`src/rtl/number_frame_tx.sv`:
```
// number_frame_tx: serialises a latched 9-digit BCD number as an ASCII frame
// on a valid/ready byte stream.
//   short frame : SEP d0 d1 d2 d3 d4 d5 d6 d7 d8 END            (11 bytes)
//   long frame  : SEP d0 d1 d2 SEP d3 d4 d5 SEP d6 d7 d8 END    (13 bytes)
//
// Handshake: a byte transfers on a rising edge where valid && ready. data_out
// and valid are registered and hold while valid=1 and ready=0; ready has no
// effect while valid=0. start is only looked at in IDLE (busy=0).
module number_frame_tx #(
    parameter logic [7:0] SEP_CHAR = 8'h20,
    parameter logic [7:0] END_CHAR = 8'h0A,
    parameter logic [7:0] BAD_CHAR = 8'h3F
) (
    input  logic        clk,
    input  logic        rst,
    input  logic        start,
    input  logic        long_fmt,
    input  logic [35:0] digits,
    input  logic        ready,
    output logic [7:0]  data_out,
    output logic        valid,
    output logic        busy,
    output logic        done,
    output logic        bad_digit,
    output logic [2:0]  fsm_state
);

    typedef enum logic [2:0] {
        S_IDLE  = 3'd0,
        S_LEAD  = 3'd1,
        S_DIGIT = 3'd2,
        S_SEP   = 3'd3,
        S_TRAIL = 3'd4
    } state_t;

    state_t      state;
    logic [3:0]  index;      // digit currently on data_out while in S_DIGIT
    logic [35:0] digit_sr;   // remaining digits, next one to send in [35:32]
    logic        fmt_long;   // latched format select
    logic        any_bad;    // some digit on the input bus exceeds 9
    logic        xfer;

    assign xfer      = valid && ready;
    assign fsm_state = state;

    // ASCII code for one BCD digit; out-of-range nibbles become BAD_CHAR.
    function automatic logic [7:0] encode(input logic [3:0] v);
        if (v <= 4'd9) begin
            return 8'h30 + {4'h0, v};
        end
        return BAD_CHAR;
    endfunction

    // Scan all nine incoming digits so bad_digit is known at accept time.
    always_comb begin
        any_bad = 1'b0;
        for (int i = 0; i < 9; i++) begin
            if (digits[4*i +: 4] > 4'd9) begin
                any_bad = 1'b1;
            end
        end
    end

    // Frame sequencer: state, digit index, latched inputs and registered outputs.
    always_ff @(posedge clk or posedge rst) begin
        if (rst) begin
            state     <= S_IDLE;
            index     <= 4'd0;
            digit_sr  <= 36'd0;
            fmt_long  <= 1'b0;
            data_out  <= 8'h00;
            valid     <= 1'b0;
            busy      <= 1'b0;
            done      <= 1'b0;
            bad_digit <= 1'b0;
        end else begin
            done <= 1'b0;
            case (state)
                S_IDLE: begin
                    if (start && !busy) begin
                        state     <= S_LEAD;
                        index     <= 4'd0;
                        digit_sr  <= digits;
                        fmt_long  <= long_fmt;
                        bad_digit <= any_bad;
                        data_out  <= SEP_CHAR;
                        valid     <= 1'b1;
                        busy      <= 1'b1;
                    end
                end
                S_LEAD: begin
                    if (xfer) begin
                        state    <= S_DIGIT;
                        data_out <= encode(digit_sr[35:32]);
                        digit_sr <= {digit_sr[31:0], 4'h0};
                    end
                end
                S_DIGIT: begin
                    if (xfer) begin
                        if (index == 4'd8) begin
                            state    <= S_TRAIL;
                            data_out <= END_CHAR;
                        end else if (fmt_long && (index == 4'd2 || index == 4'd5)) begin
                            state    <= S_SEP;
                            data_out <= SEP_CHAR;
                        end else begin
                            index    <= index + 4'd1;
                            data_out <= encode(digit_sr[35:32]);
                            digit_sr <= {digit_sr[31:0], 4'h0};
                        end
                    end
                end
                S_SEP: begin
                    if (xfer) begin
                        state    <= S_DIGIT;
                        index    <= index + 4'd1;
                        data_out <= encode(digit_sr[35:32]);
                        digit_sr <= {digit_sr[31:0], 4'h0};
                    end
                end
                S_TRAIL: begin
                    if (xfer) begin
                        state    <= S_IDLE;
                        data_out <= 8'h00;
                        valid    <= 1'b0;
                        busy     <= 1'b0;
                        done     <= 1'b1;
                    end
                end
                default: begin
                    state <= S_IDLE;
                end
            endcase
        end
    end

endmodule

```
`config.mk`:
```
export PLATFORM = sky130hd
export DESIGN_NAME = number_frame_tx
export DESIGN_NICKNAME = d
export VERILOG_FILES = /design/src/rtl/number_frame_tx.sv
export SDC_FILE = /design/constraint.sdc
export NUM_CORES = 1
export LEC_CHECK = 0
export ABC_AREA = 1
export BUFFER_PORTS_ARGS = -buffer_cell sky130_fd_sc_hd__clkbuf_2
export CAP_MARGIN = 15
export CORE_MARGIN = 5
export CORE_UTILIZATION = 45
export DETAILED_ROUTE_END_ITERATION = 7
export PLACE_DENSITY = 0.68
export REMOVE_ABC_BUFFERS = 1
export SKIP_LAST_GASP = 1
export SLEW_MARGIN = 20
export SYNTH_ARGS = -nofsm -noshare
export SYNTH_HDL_FRONTEND = slang
export SYNTH_SLANG_ARGS = --single-unit
```
`constraint.sdc`:
```
create_clock -name clk -period 1.5 [get_ports clk]
set_input_delay 0.075 -clock clk [delete_from_list [all_inputs] [get_ports clk]]
set_output_delay 0.075 -clock clk [all_outputs]
set_load 0.01 [all_outputs]
```
==> impl_metrics.py <==
metrics = {
    "sta": {
        "drv_slew": 0,
        "rsz0062_at_grt": "true",
        "fmax_mhz": 618.2,
        "skew_ns": 0.007258,
        "hold_viol": 0,
        "setup_viol": 43,
        "fin_ws_ns": -0.1176,
        "hold_ws_ns": 0.05602,
        "period_minus_slack_ns": 1.618,
        "period_share_pct": 107.8,
    },
    "placed_design": {
        "port_buffers": 53,
        "gp_congestion": 0.8406,
        "hpwl_um": 4752,
        "placed_cell_area_um2": 3425,
    },
    "routing": {
        "viasPerCell": 4.954,
        "drcViolationCount": 0,
        "vias": 2829,
        "final_antenna_net_count": 0,
        "routedWlPerCell_um": 13.08,
        "drt_iter0_drc": 150,
        "routed_wl_um": 7471,
        "drt-pass1-iter-count": 4,
    },
    "finish": {
        "seq_area_um2": 1329,
        "fillers": 579,
        "n_antenna_cell": 0,
        "area_growth_pct": 28.58,
        "nets": 538,
        "drive_gt1_share_pct": 26.32,
        "stdcell_area_um2": 3794,
        "multi_input_area_um2": 1494,
    },
    "flow_run": {
        "maxCapViolCount": 0,
    },
    "clock_tree": {
        "clockRootBuffer": "clkbuf_8",
        "cts_tree": "done",
        "htree_levels": 2,
        "clk_pin_slew_worst_paths_ns": 0.10,
        "numCtsBuffers": 5,
        "worstSkewPairLatency_ns": 0.31,
        "clock_path_buffers": 2,
        "cts_num_sinks": 53,
    },
    "synthesis": {
        "ys_warn_count": 0,
        "synth_ff_type": "dfrtp_1",
        "yosys-top-cells-count": "nand2_1, dfrtp_1, nand3_1, inv_1, o21ai_0",
        "synth_seq_area_share_pct": 44.95,
        "synth_most_common_cell": "nand2_1",
        "synth.distinct_cells": 24,
        "synth_top_area_share_pct": 44.95,
        "avgSynthCellArea_um2": 7.008,
        "netlist_area_um2": 2950,
        "async_flop_share_pct": 100.0,
        "ys_top_cells_by_area": "dfrtp_1, nand2_1, nand3_1, o21ai_0, inv_1",
        "synth_edf_count": 0,
        "synthesis.instances": 421,
        "synth_area_leader_cell": "dfrtp_1",
        "synth_seq_cells": 53,
    },
    "setup_path": {
        "r2r_start": "index[0]",
        "rr_endpoint": "digit_sr[25]",
        "r2r_cells": 12,
        "r2r_slack_ns": -0.12,
        "crit_arrival_ns": 1.82,
        "critPathKind": "flip-flop to flip-flop",
        "critPathCaptureType": "flip-flop",
        "path_max_fanout": 9,
        "cp.required_ns": 1.70,
        "cp-start-kind": "flip-flop",
    },
    "global_routing": {
        "grt_max_degree": 54,
        "overflow": 0,
        "grt_pass1_wl_um": 12640,
        "first_global_vias": 2836,
        "grt_usage_pct": 18.12,
        "antenna_found_initial": 0,
    },
    "floorplan": {
        "start_util_pct": 46.46,
        "num_rows": 29,
        "ios": 56,
        "die-area_um2": 8276,
        "coreArea_um2": 6350,
        "die_w_um": 90.97,
        "die_height_um": 90.97,
    },
    "min_path": {
        "hold-path-endpoint": "done",
        "hold_path.startpoint": "ready",
        "hp-class": "input pin to flip-flop",
        "holdPathStages": 3,
    },
    "power_and_ir_drop": {
        "p_clk_share_pct": 36.3,
        "power_leakage_nw": 2.170,
        "power.switching_uw": 577.9,
        "p_comb_share_pct": 6.6,
        "p_per_area_nw_per_um2": 658.5,
        "seqPwrFrac_pct": 57.1,
        "p_int_mw": 1.920,
        "p_sw_share_pct": 23.13,
        "ir_worst_vdd_mv": 0.4127,
    },
    "run_status": {
        "status": "finished, violations left",
        "violations": "negative setup slack",
    },
}
[routing by layer]
metal	GRT usage (%)	wire length (um)	share of wire, %
met1	24.95	3547	47
met2	29.57	3488	47
met3	3.140	323	4.3
met4	4.890	112	1.5
met5	0	0	0
[cell families after synthesis]
family                   count (synthesis)  share of synthesized area [%]
AO/OA/AOI/OAI                           22                          3.944
buffers and inverters                   42                          7.252
adder cells (fa/ha/maj)                  4                          1.696
flip-flops                              53                          44.95
other                                    1                         0.1271
AND/OR/NAND/NOR                        299                          42.03
[power groups by stage]
stage | logic (mW) | clock network (mW) | registers [mW]
after floorplan | 0.0753 | 0 | 1.46
after global placement | 0.160 | 0 | 1.46
after detailed placement | 0.161 | 0 | 1.46
after CTS | 0.166 | 0.931 | 1.43
after global routing | 0.189 | 1.00 | 1.43
final | 0.164 | 0.907 | 1.43
[through the flow]
step,power (mW),setup TNS [ns],cells,setup WS (ns),utilization [%]
2_1_floorplan,1.531,-39.12,402,-0.9060,-
3_3_place_gp,1.616,-3.311,554,-0.1000,53.93
3_5_place_dp,1.617,-3.705,554,-0.1174,53.93
4_1_cts,2.524,-2.349,565,-0.08357,57.00
5_1_grt,2.621,-7.709,571,-0.1934,59.74
6_report,2.498,-3.345,571,-0.1176,59.74
[cell type report]
class | count | share of cell area, %
Timing Repair Buffer | 84 | 18.14
Sequential cell | 53 | 35.03
Inverter | 22 | 2.243
Clock inverter | 1 | 0.1319
Tap cell | 77 | 2.540
Multi-Input combinational cell | 327 | 39.38
Clock buffer | 7 | 2.540
[critical path: stages, from the launching register on]
cell and delay [ns]:
dfrtp_1 0.40, inv_2 0.05, ha_2 0.18, inv_2 0.04
nand2_1 0.05, nand3_2 0.10, nor2_4 0.04, nor2_4 0.10
buf_12 0.16, nand2_8 0.09, clkbuf_16 0.18, nand2_1 0.06
nand2_1 0.04
[registers in the layout, summed over array words and instances (netlist names)]
register	flops
digit_sr	36
fsm_state	3
bad_digit	1
busy	1
fmt_long	1
data_out	6
index	4
done	1
[worst max-delay path by stage]
stage	start	endpoint	slack [ns]	depth (start not counted)
after floorplan	index[0]	digit_sr[0]	-0.91	10
after global placement	index[0]	digit_sr[10]	-0.10	12
after detailed placement	index[0]	digit_sr[6]	-0.12	12
after CTS	index[0]	digit_sr[6]	-0.08	12
after global routing	fsm_state[2]	digit_sr[6]	-0.19	10
final	index[0]	digit_sr[25]	-0.12	12
[what timing repair did]
item / CTS / global route
endpoints found under the setup margin: 41 / 50
gates cloned: 1 / 5
endpoints found under the hold margin: 54 / 0
pin swaps: 0 / 1
gates resized for setup: 17 / 17
buffers inserted: 0 / 2
hold buffers: 2 / 0
[cell usage in the layout, fill, tap and decap left out, drive strengths merged]
master and instances:
a21oi 4, buf 25, clkbuf 64, clkinv 1, conb 2, dfrtp 53, dlygate4sd3 2, ha 4
inv 22, nand2 229, nand3 47, nand3b 4, nand4 2, nor2 16, o21ai 16, o21bai 1
o22a 1, or2 1
Power figures use the tool's default switching activity.
